[config.mk]
export PLATFORM = sky130hd
export DESIGN_NAME = button_conditioner_flat
export DESIGN_NICKNAME = d
export VERILOG_FILES = /design/src/rtl/stopwatch_pkg.sv /design/src/rtl/button_conditioner_if.sv /design/src/rtl/debounce_channel.sv /design/src/rtl/button_conditioner.sv /design/src/flat_wrapper.sv
export SDC_FILE = /design/constraint.sdc
export NUM_CORES = 1
export LEC_CHECK = 0
export CORE_ASPECT_RATIO = 0.7
export CORE_UTILIZATION = 40
export DETAILED_ROUTE_END_ITERATION = 12
export MAX_ROUTING_LAYER = met4
export PLACE_DENSITY_LB_ADDON = 0.3
export RECOVER_POWER = 50
export SYNTH_ARGS = -nofsm -noshare
export SYNTH_HDL_FRONTEND = slang
export SYNTH_SLANG_ARGS = --single-unit
[constraint.sdc]
create_clock -name clk -period 5 [get_ports clk]
set_input_delay 1 -clock clk [delete_from_list [all_inputs] [get_ports clk]]
set_output_delay 1 -clock clk [all_outputs]
set_load 0.02 [all_outputs]
[src/rtl/stopwatch_pkg.sv]
// -----------------------------------------------------------------------------
// stopwatch_pkg
//   Constants and types shared by the button conditioner and the stopwatch core.
//   - BTN_* : which button channel carries which command
//   - DEBOUNCE_CYCLES_DEFAULT : 10 ms hold time at 24 MHz
//   - cmd_t / resolve_cmd : priority resolution of simultaneous presses
// -----------------------------------------------------------------------------
package stopwatch_pkg;

  localparam int N_BTN_DEFAULT           = 4;
  localparam int BTN_CLEAR               = 0;
  localparam int BTN_STOP                = 1;
  localparam int BTN_LAP                 = 2;
  localparam int BTN_START               = 3;
  localparam int DEBOUNCE_CYCLES_DEFAULT = 240000;
  localparam int CNT_W_DEFAULT           = 18;

  typedef struct packed {
    logic clear;
    logic stop;
    logic lap;
    logic start;
  } cmd_t;

  // Clear beats everything, stop beats start, lap rides along with stop or
  // start but is cancelled by clear.
  function automatic cmd_t resolve_cmd(input logic [3:0] p);
    cmd_t c;
    c.clear = p[BTN_CLEAR];
    c.stop  = p[BTN_STOP]  & ~p[BTN_CLEAR];
    c.lap   = p[BTN_LAP]   & ~p[BTN_CLEAR];
    c.start = p[BTN_START] & ~p[BTN_STOP] & ~p[BTN_CLEAR];
    return c;
  endfunction

endpackage

[src/rtl/button_conditioner_if.sv]
// -----------------------------------------------------------------------------
// button_conditioner_if
//   Bundles the raw button pins and the conditioned outputs.
//   master : pin side (drives btn_raw, observes the conditioned outputs)
//   slave  : the conditioner (reads btn_raw, drives everything else)
//   There is no valid/ready handshake: btn_raw is a free-running level, and
//   every other signal is a registered level or a single-cycle pulse that the
//   consumer must sample on the cycle it is high.
// -----------------------------------------------------------------------------
interface button_conditioner_if
  import stopwatch_pkg::*;
#(
  parameter int N_BTN = N_BTN_DEFAULT
);
  logic [N_BTN-1:0] btn_raw;
  logic [N_BTN-1:0] btn_level;
  logic [N_BTN-1:0] btn_press;
  logic [N_BTN-1:0] btn_release;
  logic             cmd_clear;
  logic             cmd_stop;
  logic             cmd_lap;
  logic             cmd_start;

  modport master (
    output btn_raw,
    input  btn_level, btn_press, btn_release,
    input  cmd_clear, cmd_stop, cmd_lap, cmd_start
  );

  modport slave (
    input  btn_raw,
    output btn_level, btn_press, btn_release,
    output cmd_clear, cmd_stop, cmd_lap, cmd_start
  );
endinterface

[src/rtl/debounce_channel.sv]
// -----------------------------------------------------------------------------
// debounce_channel
//   One button: 2-flop synchroniser, restart-on-bounce debounce counter,
//   debounced level and registered press/release pulses.
//   Ports:
//     i_clk, i_rst_n : clock, asynchronous active-low reset
//     i_raw          : raw pin, asynchronous to i_clk
//     o_level        : debounced level
//     o_press        : 1-cycle pulse on debounced 0->1
//     o_release      : 1-cycle pulse on debounced 1->0
// -----------------------------------------------------------------------------
module debounce_channel
  import stopwatch_pkg::*;
#(
  parameter int DEBOUNCE_CYCLES = DEBOUNCE_CYCLES_DEFAULT,
  parameter int CNT_W           = CNT_W_DEFAULT
) (
  input  logic i_clk,
  input  logic i_rst_n,
  input  logic i_raw,
  output logic o_level,
  output logic o_press,
  output logic o_release
);

  localparam logic [CNT_W-1:0] LP_LAST = CNT_W'(DEBOUNCE_CYCLES - 1);

  logic             r_s1;
  logic             r_s2;
  logic [CNT_W-1:0] r_cnt;
  logic             r_level;
  logic             r_press;
  logic             r_release;
  logic             w_next_level;

  // The level only moves once the synchronised input has disagreed with it
  // for DEBOUNCE_CYCLES consecutive cycles.
  assign w_next_level = ((r_s2 != r_level) && (r_cnt == LP_LAST)) ? r_s2 : r_level;

  always_ff @(posedge i_clk or negedge i_rst_n) begin
    if (!i_rst_n) begin
      r_s1      <= 1'b0;
      r_s2      <= 1'b0;
      r_cnt     <= '0;
      r_level   <= 1'b0;
      r_press   <= 1'b0;
      r_release <= 1'b0;
    end else begin
      r_s1 <= i_raw;
      r_s2 <= r_s1;
      // Any agreement (including a bounce back) restarts the count; the
      // accept cycle also returns it to 0, so it never wraps.
      if (r_s2 == r_level)      r_cnt <= '0;
      else if (r_cnt == LP_LAST) r_cnt <= '0;
      else                      r_cnt <= r_cnt + 1'b1;
      r_level   <= w_next_level;
      r_press   <= w_next_level & ~r_level;
      r_release <= ~w_next_level & r_level;
    end
  end

  assign o_level   = r_level;
  assign o_press   = r_press;
  assign o_release = r_release;

endmodule

[src/rtl/button_conditioner.sv]
// -----------------------------------------------------------------------------
// button_conditioner
//   Input stage of the stopwatch: synchronises, debounces and edge-detects the
//   raw buttons, then turns presses into priority-resolved command pulses.
//   Ports:
//     clk, rst_n : clock, asynchronous active-low reset
//     bus        : button_conditioner_if.slave
//                  btn_raw in; btn_level/btn_press/btn_release and
//                  cmd_clear/cmd_stop/cmd_lap/cmd_start out
//   Commands appear one cycle after the btn_press pulse that caused them.
// -----------------------------------------------------------------------------
module button_conditioner
  import stopwatch_pkg::*;
#(
  parameter int N_BTN           = N_BTN_DEFAULT,
  parameter int DEBOUNCE_CYCLES = DEBOUNCE_CYCLES_DEFAULT,
  parameter int CNT_W           = CNT_W_DEFAULT
) (
  input  logic                clk,
  input  logic                rst_n,
  button_conditioner_if.slave bus
);

  logic [N_BTN-1:0] w_level;
  logic [N_BTN-1:0] w_press;
  logic [N_BTN-1:0] w_release;
  cmd_t             r_cmd;

  for (genvar g = 0; g < N_BTN; g++) begin : g_ch
    debounce_channel #(
      .DEBOUNCE_CYCLES (DEBOUNCE_CYCLES),
      .CNT_W           (CNT_W)
    ) u_ch (
      .i_clk     (clk),
      .i_rst_n   (rst_n),
      .i_raw     (bus.btn_raw[g]),
      .o_level   (w_level[g]),
      .o_press   (w_press[g]),
      .o_release (w_release[g])
    );
  end

  // Commands derive from press pulses only, so a held button yields a single
  // command and a release yields none.
  always_ff @(posedge clk or negedge rst_n) begin
    if (!rst_n) r_cmd <= '0;
    else        r_cmd <= resolve_cmd(w_press[BTN_START:BTN_CLEAR]);
  end

  assign bus.btn_level   = w_level;
  assign bus.btn_press   = w_press;
  assign bus.btn_release = w_release;
  assign bus.cmd_clear   = r_cmd.clear;
  assign bus.cmd_stop    = r_cmd.stop;
  assign bus.cmd_lap     = r_cmd.lap;
  assign bus.cmd_start   = r_cmd.start;

endmodule

[src/flat_wrapper.sv]
// flat-port wrapper written by rule: the top's interface ports become plain ports
module button_conditioner_flat import stopwatch_pkg::*;
#(
  parameter int N_BTN           = N_BTN_DEFAULT,
  parameter int DEBOUNCE_CYCLES = DEBOUNCE_CYCLES_DEFAULT,
  parameter int CNT_W           = CNT_W_DEFAULT
)
  (clk, rst_n, bus_btn_raw, bus_btn_level, bus_btn_press, bus_btn_release, bus_cmd_clear, bus_cmd_stop, bus_cmd_lap, bus_cmd_start);
  button_conditioner_if #(.N_BTN(N_BTN)) bus_i ();
  input  logic clk;
  input  logic rst_n;
  input wire logic [$bits(bus_i.btn_raw)-1:0] bus_btn_raw;
  output wire logic [$bits(bus_i.btn_level)-1:0] bus_btn_level;
  output wire logic [$bits(bus_i.btn_press)-1:0] bus_btn_press;
  output wire logic [$bits(bus_i.btn_release)-1:0] bus_btn_release;
  output wire logic [$bits(bus_i.cmd_clear)-1:0] bus_cmd_clear;
  output wire logic [$bits(bus_i.cmd_stop)-1:0] bus_cmd_stop;
  output wire logic [$bits(bus_i.cmd_lap)-1:0] bus_cmd_lap;
  output wire logic [$bits(bus_i.cmd_start)-1:0] bus_cmd_start;
  assign bus_i.btn_raw = bus_btn_raw;
  assign bus_btn_level = bus_i.btn_level;
  assign bus_btn_press = bus_i.btn_press;
  assign bus_btn_release = bus_i.btn_release;
  assign bus_cmd_clear = bus_i.cmd_clear;
  assign bus_cmd_stop = bus_i.cmd_stop;
  assign bus_cmd_lap = bus_i.cmd_lap;
  assign bus_cmd_start = bus_i.cmd_start;
  button_conditioner #(.N_BTN(N_BTN), .DEBOUNCE_CYCLES(DEBOUNCE_CYCLES), .CNT_W(CNT_W)) u_core (.clk(clk), .rst_n(rst_n), .bus(bus_i));
endmodule
## Yosys cells after proc, flatten, opt, wreduce, memory -nomap -nowiden

Index checks and enable logic that the tools add are counted.

| cells by class | value |
|---|---|
| $add $sub $neg | 4 |
| equal/unequal tests | 12 |
| mux-type cells | 12 |
| bitwise gates (word level) | 22 |
| reductions and logical operators | 4 |

Operators by type and width:

| operator | number |
|---|---|
| 18-bit two-way mux | 8 |
| 18-bit by 1-bit adder with 18-bit output, second input constant | 4 |
| 18-bit equality test, second input constant | 4 |
| 1-bit bitwise AND | 12 |
| 1-bit inverter | 10 |
| 1-bit equality test | 4 |
| 1-bit logical AND | 4 |
| 1-bit two-way mux | 4 |
| 1-bit inequality test | 4 |

| word-level totals | value |
|---|---|
| register bits after elaboration | 96 |
| input bits | 6 |
| output and inout port bits | 16 |
| word-level logic and storage cells | 82 |

## Longest topological paths before layout

| depth | value |
|---|---|
| word-level depth | 5 |
| depth in mapped cells | 6 |
| depth with buffers taken out | 5 |

## Cells and area by module

A second synthesis with hierarchy kept.

| second synthesis, totals | value |
|---|---|
| cells, all modules | 415 |
| area total of the unflattened synthesis | 4,629.4 um^2 |

By module, submodules not included:

| module | instances | cells each | area each (um^2) | seq. area each (um^2) |
|---|---|---|---|---|
| debounce_channel | 4 | 102 | 1,126.1 | 575.6 |
| button_conditioner | 1 | 7 | 125.1 | 100.1 |

## Worst setup path before layout

Ideal clock, no wire load.

| timing | value |
|---|---|
| kind | register to register |
| start point | register u_core.g_ch[1].u_ch.r_cnt[7] |
| end point | register u_core.g_ch[1].u_ch.r_level |
| setup time | 125 ps |
| arrival | 1,745 ps |
| data required time | 4,875 ps |
| setup slack | 3,130 ps |
| cell stages (with the launch flop) | 5 |
| buffers on the path | 0 |
| period minus slack after synthesis | 1,870 ps |
| path through | dfrtp_1 > nand4bb_1 > or4_4 > or3_4 > mux2_4 |

| between the ends | value |
|---|---|
| cells in the longest elaborated chain, start to end | 3 |

RTL lines:

| element | line | source |
|---|---|---|
| start: declaration | debounce_channel.sv:30 | `logic [CNT_W-1:0] r_cnt;` |
| start signal: assignment | debounce_channel.sv:55 | `else r_cnt <= r_cnt + 1'b1;` |
| 18-bit equality test | debounce_channel.sv:38 | `assign w_next_level = ((r_s2 != r_level) && (r_cnt == LP_LAST)) ? r_s2 : r_level;` |
| 1-bit logical AND | debounce_channel.sv:38 |  |
| 1-bit two-way mux | debounce_channel.sv:38 |  |
| net u_core.g_ch[1].u_ch.w_next_level | debounce_channel.sv:34 | `logic w_next_level;` |
| end signal: assignment | debounce_channel.sv:56 | `r_level <= w_next_level;` |
| end: declaration | debounce_channel.sv:31 | `logic r_level;` |

The timed path passes the listed nets, and every way through them passes these cells.

==> metrics.yaml <==
global_route:
  grt.total_usage_pct: 16.2
  antenna_found_initial: 0
  maximum_number_of_pins_on_one_net_before_global_route_repair: 63
  first_global_vias: 2922
  grt_first_pass_wirelength_um: 14500
  gr-total-overflow: 0
clock_network:
  cts_sinks: 96
  cts-hold-fix-buffers: 0
  clock-root-buffer: "clkbuf_16"
  cts-buffers-inserted: 9
  cts_resized: 0
  clk_path_buf_depth: 2
  worst_setup_hold_path_clk_slew_ns: 0.06
  clock_latency_ns: 0.34
  postCtsSetupBuffers: 0
  clock_tree_from_tritoncts: "built"
  htree_num_levels: 3
placement:
  placer_s_final_routability_congestion_estimate: 0.818
  detailedPlacementHpwl_um: 5670
  io_buffers: 21
route:
  drc_errors: 0
  finalWirelength_um: 8390
  route.met2.wl_um: 3560
  maxUsedRoutingLayer: "met4"
  ant_nets: 0
  routed-via-count: 3072
  first_pass_iters: 4
  met3_wire_len_um: 312
  wl_met1_um: 4420
  detail_route.iter0.violations: 291
  routed_via_density: 5.17
  detail_route.wl_per_cell_um: 14.1
logic_synthesis:
  post_synth_main_area_contributors: "dfrtp_1 (53%), xnor2_1 (6.8%), nor2_1 (5.0%)"
  syn_area_um2: 4510
  netlist_instances: 425
  yosys.area.top_type_share_pct: 53.2
  synth_top_flop_cell: "dfrtp_1"
  number_of_enable_type_register_cells_in_the_synthesized_netlist: 0
  yosys_register_bits: 96
  synth_cell_type_count: 43
  avgSynthCellArea_um2: 10.6
  syn_nets: 435
  yosysWarnings: 0
  async_reset_ff_share_pct: 100
  cell_taking_the_most_area_after_synthesis: "dfrtp_1"
  synth-seq-area-share_pct: 53.2
finish:
  layout_stage_area_growth_over_the_synthesis_result_pct: 12.1
  final_layout_size_suffix_gt1_share_pct: 7.26
  final_net_count: 447
  antenna-diode-count: 0
  layout.filler_cells: 1005
  final_core_utilization_pct: 45.9
timing:
  setup_repair_after_global_routing_missed_its_margin: "no"
  max_freq_ghz: 0.337
  setup_violations: 0
  slew_viol_final: 36
  worst-slew-pin-transition_ns: 1.88
  clock-skew-final_ns: 0.00374
  hold_violations: 0
  fin_tns_setup_ns: 0
  final.period_utilization_pct: 59.3
  final_period_minus_worst_setup_slack_ns: 2.96
  slew_headroom_pct: -25.6
setup_path:
  required_ns: 5.09
  r2r_cells: 4
  cpLargestDelayFamily: "buffers and inverters"
  worst_ep_arrival_ns: 3.05
  timing.critical_path.slowest_cell_delay_ns: 1.42
  critPathMaxFanout: 62
  regToRegSetupSlack_ns: 2.65
  reg2reg_to: "u_core.g_ch[0].u_ch.r_cnt[14]"
  worstPathCellList: "buf_4 -> clkbuf_1"
  timing.critical_path.to_type: "asynchronous set/reset pin"
  worst_path_max_delay_cell: "clkbuf_1"
  timing_worst_setup_path_type: "in2async"
  critical_path.startpoint_type: "input pin"
  cp.buffers_inverters: 2
  worst_r2r_startpoint: "u_core.g_ch[0].u_ch.r_cnt[14]"
floorplan:
  die_width_um: 129
  top_level_ports: 22
  fp.coreArea_um2: 11000
  area_enclosed_by_the_die_boundary_um2: 11700
  core.rowCount: 32
  effective_utilization_at_floorplan_pct: 41.0
  die_height_um: 90.9
worst_hold_path:
  hold-path-endpoint: "u_core.g_ch[1].u_ch.r_s2"
  worstHoldStart: "u_core.g_ch[1].u_ch.r_s1"
  min_path_type: "reg2reg"
  worst_hold_path.num_cells: 0
power:
  vdd_ir_drop_max_uv: 173
  p_per_cell_area_nw_per_um2: 293
  power_mw: 1.48
  cellLeakagePower_nw: 2.00
status:
  status: "finished with violations"
  violations: "capacitance limit, slew limit"
run:
  max-cap-violations: 1
-- layout make-up --
type | count | area, um^2 | area share, %
Sequential cell | 96 | 2400 | 47.5
Clock buffer | 13 | 260 | 5.14
Clock inverter | 2 | 15.0 | 0.297
Tap cell | 153 | 191 | 3.78
Inverter | 10 | 37.5 | 0.742
Timing Repair Buffer | 22 | 211 | 4.18
Multi-Input combinational cell | 298 | 1940 | 38.4
-- layout by cell type, fill, tap and decap left out, types with 3 or more instances in the layout --
| cell | instances |
|---|---|
| nor4b_1 | 4 |
| clkbuf_16 | 9 |
| clkdlybuf4s50_1 | 16 |
| nand4_1 | 17 |
| mux2_2 | 3 |
| nand4bb_1 | 3 |
| nor2_1 | 60 |
| nand2_1 | 20 |
| or4_4 | 5 |
| and4_1 | 5 |
| nor3_1 | 9 |
| and3_1 | 9 |
| a21oi_1 | 12 |
| dfrtp_1 | 96 |
| dlygate4sd3_1 | 4 |
| o31ai_1 | 5 |
| xor2_1 | 22 |
| nor3b_1 | 8 |
| nor4_1 | 13 |
| nand3_1 | 25 |
| xnor2_1 | 35 |
| clkbuf_1 | 3 |
| ha_1 | 4 |
| o21ai_0 | 6 |
| inv_1 | 10 |
| or4_1 | 5 |
| or3_1 | 8 |
-- state kept, by name, indices dropped and copies added (netlist names) --
| register | flops |
|---|---|
| u_core.bus.cmd_clear | 1 |
| u_core.bus.cmd_lap | 1 |
| u_core.bus.cmd_start | 1 |
| u_core.bus.cmd_stop | 1 |
| u_core.g_ch.u_ch.o_level | 4 |
| u_core.g_ch.u_ch.o_press | 4 |
| u_core.g_ch.u_ch.o_release | 4 |
| u_core.g_ch.u_ch.r_cnt | 72 |
| u_core.g_ch.u_ch.r_s1 | 4 |
| u_core.g_ch.u_ch.r_s2 | 4 |
-- per-layer routing --
metal / up-vias / global-route usage [%]
li1: 1510 / -
met1: 1507 / 23.2
met2: 45 / 21.9
met3: 10 / 5.09
met4: 0 / 4.51
met5: - / -
-- synthesized netlist by cell type (5+ instances only) --
master,count
or3_1,8
nor2_1,60
and4_1,5
nor4_1,13
nand2_1,20
and3_1,9
or4_1,5
nor3_1,9
xnor2_1,35
xor2_1,22
nor3b_1,8
nand4_1,17
dfrtp_1,96
or4_4,5
nand3_1,25
buf_4,13
inv_1,10
o31ai_1,5
a21oi_1,12
o21ai_0,6
-- stage by stage --
| step | std cells | worst slack, ns | area [um^2] | hold WS [ns] |
|---|---|---|---|---|
| floorplan | 425 | 3.13 | 4510 | 0.331 |
| global placement | 579 | 2.75 | 4790 | 0.332 |
| detailed placement | 579 | 2.66 | 4790 | 0.336 |
| CTS | 594 | 2.53 | 5060 | 0.350 |
| global route | 594 | 1.54 | 5060 | 0.362 |
| finish | 594 | 2.04 | 5060 | 0.349 |
-- kinds of logic after synthesis --
group                      Yosys count  synth area share (%)
and+or+nand+nor                    203                  25.2
DFF                                 96                  53.2
xor gates and xnor gates            57                  11.1
buffers and inverters               31                  3.80
AOI/OAI and AO/OA                   30                  4.57
muxes                                4                  1.08
adders and majority gates            4                  1.11
-- power breakdown --
part	switching [mW]	leakage (nW)	internal (mW)
clock network	0.276	0.128	0.362
logic	0.0320	0.562	0.0133
registers	0.0115	1.31	0.788
total	0.320	2.00	1.16
-- worst max-delay path by stage --
stage	cells after the start	slack [ns]	start	endpoint
2_1_floorplan	4	3.13	u_core.g_ch[1].u_ch.r_cnt[7]	u_core.g_ch[1].u_ch.o_level
3_3_place_gp	4	2.75	u_core.g_ch[0].u_ch.r_cnt[14]	u_core.g_ch[0].u_ch.r_cnt[7]
3_5_place_dp	4	2.66	u_core.g_ch[0].u_ch.r_cnt[14]	u_core.g_ch[0].u_ch.r_cnt[14]
4_1_cts	1	2.53	u_core.g_ch[3].u_ch.o_level	bus_btn_level[3]
5_1_grt	2	1.54	rst_n	u_core.g_ch[0].u_ch.r_cnt[5]
6_report	2	2.04	rst_n	u_core.g_ch[1].u_ch.r_cnt[9]
(Power assumes the default switching activity.)
==> patch 1 (config.mk and constraints unchanged) <==
Change the package constant `N_BTN_DEFAULT` from 4 to 6.
--- a/src/rtl/stopwatch_pkg.sv
+++ b/src/rtl/stopwatch_pkg.sv
@@ -9,3 +9,3 @@
 
-  localparam int N_BTN_DEFAULT           = 4;
+  localparam int N_BTN_DEFAULT           = 6;
   localparam int BTN_CLEAR               = 0;
Ports: changed (resized bus_btn_level, bus_btn_press, bus_btn_raw and bus_btn_release); port bits go from 22 to 30. The function was not compared with the original's and may differ.
==> patch 1 against the unedited design <==
  * Synthesized area up 48%
  * Worst setup slack worse by 0.12 ns
  * Total power increased by 61%
  * Clock skew rose by 0.0029 ns
  * Wire length up 48%
  * Fmax is 3.9% lower
  * Design area increased by 50%
  * The flow still finishes with violations (max-capacitance violations, max-slew violations)
  * Sequential cell count rose by 46
==> patch 1: results (changes against the unedited design) <==
DRV_SLEW=115  # +220%
VIA_COUNT=4643  # +51%
SKEW_NS=0.00662  # +0.00287 ns
TRACK_USAGE_PCT=16.8  # +0.61 points
LEAKAGE_nW=3.00  # +50%
NETLIST_TOP_CELLS_AREA='sky130_fd_sc_hd__dfrtp_1 (53%), sky130_fd_sc_hd__xnor2_1 (7.1%), sky130_fd_sc_hd__nor2_1 (5.5%), sky130_fd_sc_hd__xor2_1 (3.8%), sky130_fd_sc_hd__nand3_1 (3.4%)'
ASYNCSETRESETFLOPFRACSYNTH_PCT=100  # unchanged
CP.ARRIVAL_NS=3.00  # -0.05 ns
CRITICAL_PATH_PEAK_FANOUT=114  # +84%
PLACEMENT.IO_BUFFERS=29  # +38%
POSTSYNTH.TOPFLOPCELL='sky130_fd_sc_hd__dfrtp_1'
FINAL_CORE_UTIL_PCT=46.6  # +0.67 points
STARTPOINT_TO_ENDPOINT_CLASS_OF_THE_CRITICAL_PATH='in2async'
FIRST_ITER_VIOLATIONS=216  # -26%
SYNTH_TOP_CELLS_BY_COUNT='sky130_fd_sc_hd__dfrtp_1 (142), sky130_fd_sc_hd__nor2_1 (97), sky130_fd_sc_hd__xnor2_1 (54)'
CELL_COUNT_OF_THE_WORST_REG_TO_REG_PATH=5  # +1
WL_PER_CELL_UM=13.8  # -2.4%
TIMING_WORST_SLEW_PIN_VALUE_NS=2.77  # +0.891 ns
STATUS='complete, but fails checks'
FIRST_PASS_GRT_WIRE_LENGTH_MM=21.9  # +51%
VIOLATIONS='max-capacitance violations, max-slew violations'
WORST_R2R_ENDPOINT='u_core.g_ch[0].u_ch.r_cnt[3]'
DPL.HPWL_MM=8.39  # +48%
CLK_LATENCY_NS=0.41  # +0.07 ns
REG2REG_SETUP_SLACK_NS=2.71  # +0.06 ns
MAX_STAGE_DELAY_NS=1.87  # +0.45 ns
LARGEST_REGISTER_FFS=108  # +50%
REG2REG_FROM='u_core.g_ch[0].u_ch.r_cnt[0]'
PLACE.GP.CONGESTION=0.802  # -1.9%
CRITPATHSLOWESTCELL='sky130_fd_sc_hd__clkbuf_2'
SHARE_OF_FINAL_LAYOUT_STANDARD_CELLS_STRONGER_THAN_DRIVE_STRENGTH_1_PCT=7.67  # +0.41 points
VIAS_IN_THE_FIRST_GLOBAL_ROUTE=4526  # +55%
MAPPEDNETLISTNETS=657  # +51%
CTS.HTREE.LEVELS=4  # +1
SYNTH.YOSYS.SEQ_AREA_SHARE_PCT=53.3  # +0.058 points
TRITONCTS.NUM_BUFFERS=17  # +8
WHS_ENDPOINT='u_core.g_ch[1].u_ch.r_s2'
FINALNETCOUNT=679  # +52%
MAX_CAP_VIOLATIONS=1  # unchanged
==> patch 1: cell count changes after synthesis, sizes merged, moves of 9 or more <==
cell	before	now
nand3	26	45
nor2	60	97
nand4	19	33
xnor2	35	54
nor3	9	18
nand2	20	31
dfrtp	96	142
==> patch 1: cells by family (layout without fill, tap and decap cells) <==
kind of cell             after synthesis  count (layout)  synth area share (%)
XOR/XNOR                              83              83                  10.9
flip-flops                           142             142                  53.3
multiplexers                           6               6                  1.07
AO/OA/AOI/OAI                         43              43                  4.28
adder cells (fa/ha/maj)                6               6                  1.13
AND/OR/NAND/NOR                      321             321                  25.8
buffers and inverters                 42              77                  3.53
==> patch 1: worst max path at each step <==
stage                     slack [ns]  cells after the start                          from                      endpoint
after floorplan                 3.13                      4  u_core.g_ch[1].u_ch.r_cnt[7]   u_core.g_ch[1].u_ch.o_level
after global placement          2.81                      2                         rst_n   u_core.g_ch[1].u_ch.o_press
after detailed placement        2.72                      5  u_core.g_ch[0].u_ch.r_cnt[0]  u_core.g_ch[0].u_ch.r_cnt[3]
after CTS                       2.38                      1   u_core.g_ch[0].u_ch.o_press              bus_btn_press[0]
after global routing            1.31                      1                         rst_n  u_core.g_ch[0].u_ch.r_cnt[4]
final                           1.92                      1                         rst_n  u_core.g_ch[0].u_ch.r_cnt[7]
==> patch 1: report_power, final <==
group          switching [mW]  leakage (nW)  internal, mW
combinational          0.0473         0.801        0.0196
clock                   0.485         0.259         0.646
sequential             0.0164          1.94          1.17
total                   0.548          3.00          1.83
==> patch 1: through the flow <==
stage               hold slack (ns)  setup WS (ns)  total power, mW  cell area (um2)  instances
floorplan                     0.331           3.13             1.23             6670        643
detailed placement            0.336           2.72             1.27             7080        871
finish                        0.346           1.92             2.38             7600        903
CTS                           0.350           2.38             2.41             7610        903
global route                  0.355           1.31             2.48             7600        903
global placement              0.333           2.81             1.27             7080        871
==> patch 1: metal layers <==
layer  vias to the layer above  track usage, %  routed length, um
met5                         -               -                  0
met4                         0            4.41                 81
met3                         6            5.20                471
met2                        46            24.5               5390
met1                      2277            22.8               6510
li1                       2314               -                  -
==> patch 1: cell type report <==
type / count / area, um2
fillers: 1521 / 8700
flip-flops and latches: 142 / 3550
multi-input cells: 459 / 2880
clock buffers: 19 / 443
repair buffers: 31 / 300
well taps: 225 / 282
clock inverters: 13 / 91.3
inverters: 14 / 52.6
==> patch 2 (same flow settings) <==
Made on the original files. Make the reset (`i_rst_n` and `rst_n`) synchronous in 2 clocked blocks. Comments in the files are not updated.
--- a/src/rtl/debounce_channel.sv
+++ b/src/rtl/debounce_channel.sv
@@ -39,3 +39,3 @@
 
-  always_ff @(posedge i_clk or negedge i_rst_n) begin
+  always_ff @(posedge i_clk) begin
     if (!i_rst_n) begin
--- a/src/rtl/button_conditioner.sv
+++ b/src/rtl/button_conditioner.sv
@@ -44,3 +44,3 @@
   // command and a release yields none.
-  always_ff @(posedge clk or negedge rst_n) begin
+  always_ff @(posedge clk) begin
     if (!rst_n) r_cmd <= '0;
Formal check against the unedited RTL: no difference found for any inputs over 10 cycles, from zero or initial values and one cycle with rst_n low; that may be too few to reach the edited logic, so the function may still have changed.
==> patch 2 against the unedited design <==
  * The flow still finishes with violations (max-capacitance violations, max-slew violations)
  * Synthesized area decreased by 7.8%
  * Hold slack improved by 0.085 ns
  * Wire length fell by 13%
  * Worst setup slack improved by 0.012 ns
  * Non-clock buffer count shrank 1
  * Die area shrank 7.7%
  * Sequential cell count unchanged
  * Design area decreased by 7.6%
  * Critical endpoint is now u_core.g_ch[1].u_ch.r_cnt[17]
  * Highest routed layer unchanged
Power is not compared: it rests on default switching activity, and its combinational part moved more than twofold at a synthesized area within 25%.
==> patch 2: results (changes against the unedited design) <==
STATUS='complete, but fails checks'
VIOLATIONS='max-capacitance violations, max-slew violations'
DPL.CELL_COUNT=585  # +1.0%
DPL-INSTANCE-AREA_UM2=4380  # -8.6%
CRITPATHSLOWESTCELL='sky130_fd_sc_hd__dlygate4sd3_1'
FINALNETCOUNT=478  # +6.9%
FILLCELLCOUNT=952  # -5.3%
SKEW_NS=0.00606  # +0.00232 ns
GROUTE.LAYER.MET3.USAGE_PCT=4.97  # -0.12 points
SYNTH_CELL_TYPES=46  # +7.0%
ASYNCSETRESETFLOPFRACSYNTH_PCT=0  # -100 points
WIRELENGTH_MET1_MM=4.01  # -9.4%
MET1_DEMAND_TO_CAPACITY_SHARE_IN_GLOBAL_ROUTING_PCT=21.5  # -1.7 points
SYNTH.YOSYS.SEQ_AREA_SHARE_PCT=46.2  # -7.0 points
MIN_FROM='u_core.g_ch[1].u_ch.r_s1'
PLACE.GP.CONGESTION=0.802  # -1.9%
REG2REG_SETUP_SLACK_NS=2.12  # -0.53 ns
TIMING.HOLD.WORST_PATH_DEPTH=1  # +1
WHS_ENDPOINT='u_core.g_ch[1].u_ch.r_s2'
FIRST_PASS_GRT_WIRE_LENGTH_MM=12.8  # -12%
REG2REG_FROM='u_core.g_ch[1].u_ch.r_cnt[11]'
DRV_SLEW=19  # -47%
SYNTH_AREA_IN_ADDERS_PCT=1.20  # +0.094 points
POST_SYNTH_XOR_AREA_FRACTION_PCT=11.8  # +0.73 points
ROUTED_LENGTH_ON_MET3_UM=313  # +0.32%
GRT_MAX_DEGREE=28  # -56%
MAX_CAP_VIOLATIONS=1  # unchanged
ROUTED_WL_MM=7.34  # -13%
WORST_HOLD_SLACK_NS=0.434  # +0.0846 ns
CRITICAL_PATH_PEAK_FANOUT=27  # -56%
POST_DRT_VIA_CELL_RATIO=5.09  # -1.6%
MAPPEDNETLISTNETS=470  # +8.0%
WORST_SETUP_PATH_ENDPOINT='u_core.g_ch[1].u_ch.r_cnt[17]'
SHARE_OF_FINAL_LAYOUT_STANDARD_CELLS_STRONGER_THAN_DRIVE_STRENGTH_1_PCT=6.34  # -0.91 points
SYNTHESIZED_AREA_FRACTION_OCCUPIED_BY_AO_OA_AOI_AND_OAI_CELLS_PCT=4.48  # -0.093 points
## patch 2: cell count changes after synthesis, moves of 5 or more
cell,before,now
sky130_fd_sc_hd__xnor2_1,35,40
sky130_fd_sc_hd__and2_1,1,11
sky130_fd_sc_hd__inv_1,10,16
sky130_fd_sc_hd__xor2_1,22,16
sky130_fd_sc_hd__nor2_1,60,73
sky130_fd_sc_hd__dfrtp_1,96,0
sky130_fd_sc_hd__nor2b_1,2,7
sky130_fd_sc_hd__nor3_1,9,14
sky130_fd_sc_hd__dfxtp_1,0,96
## patch 2: power by group
group | internal [mW] | switching (mW)
registers | 0.768 | 0.00254
logic | 0.00700 | 0.0101
clock network | 0.403 | 0.288
## patch 2: layout make-up
type                    instances  area share, %
multi-input cells             324           43.3
inverters                      16           1.29
repair buffers                 21           4.50
flip-flops and latches         96           41.1
well taps                     128           3.43
clock buffers                  12           5.28
clock inverters                 4           1.12
## patch 2: critical path, delay by kind of cell
kind | cells | cell delay (ns)
compound gates | 3 | 1.17
buf+inv | 1 | 1.04
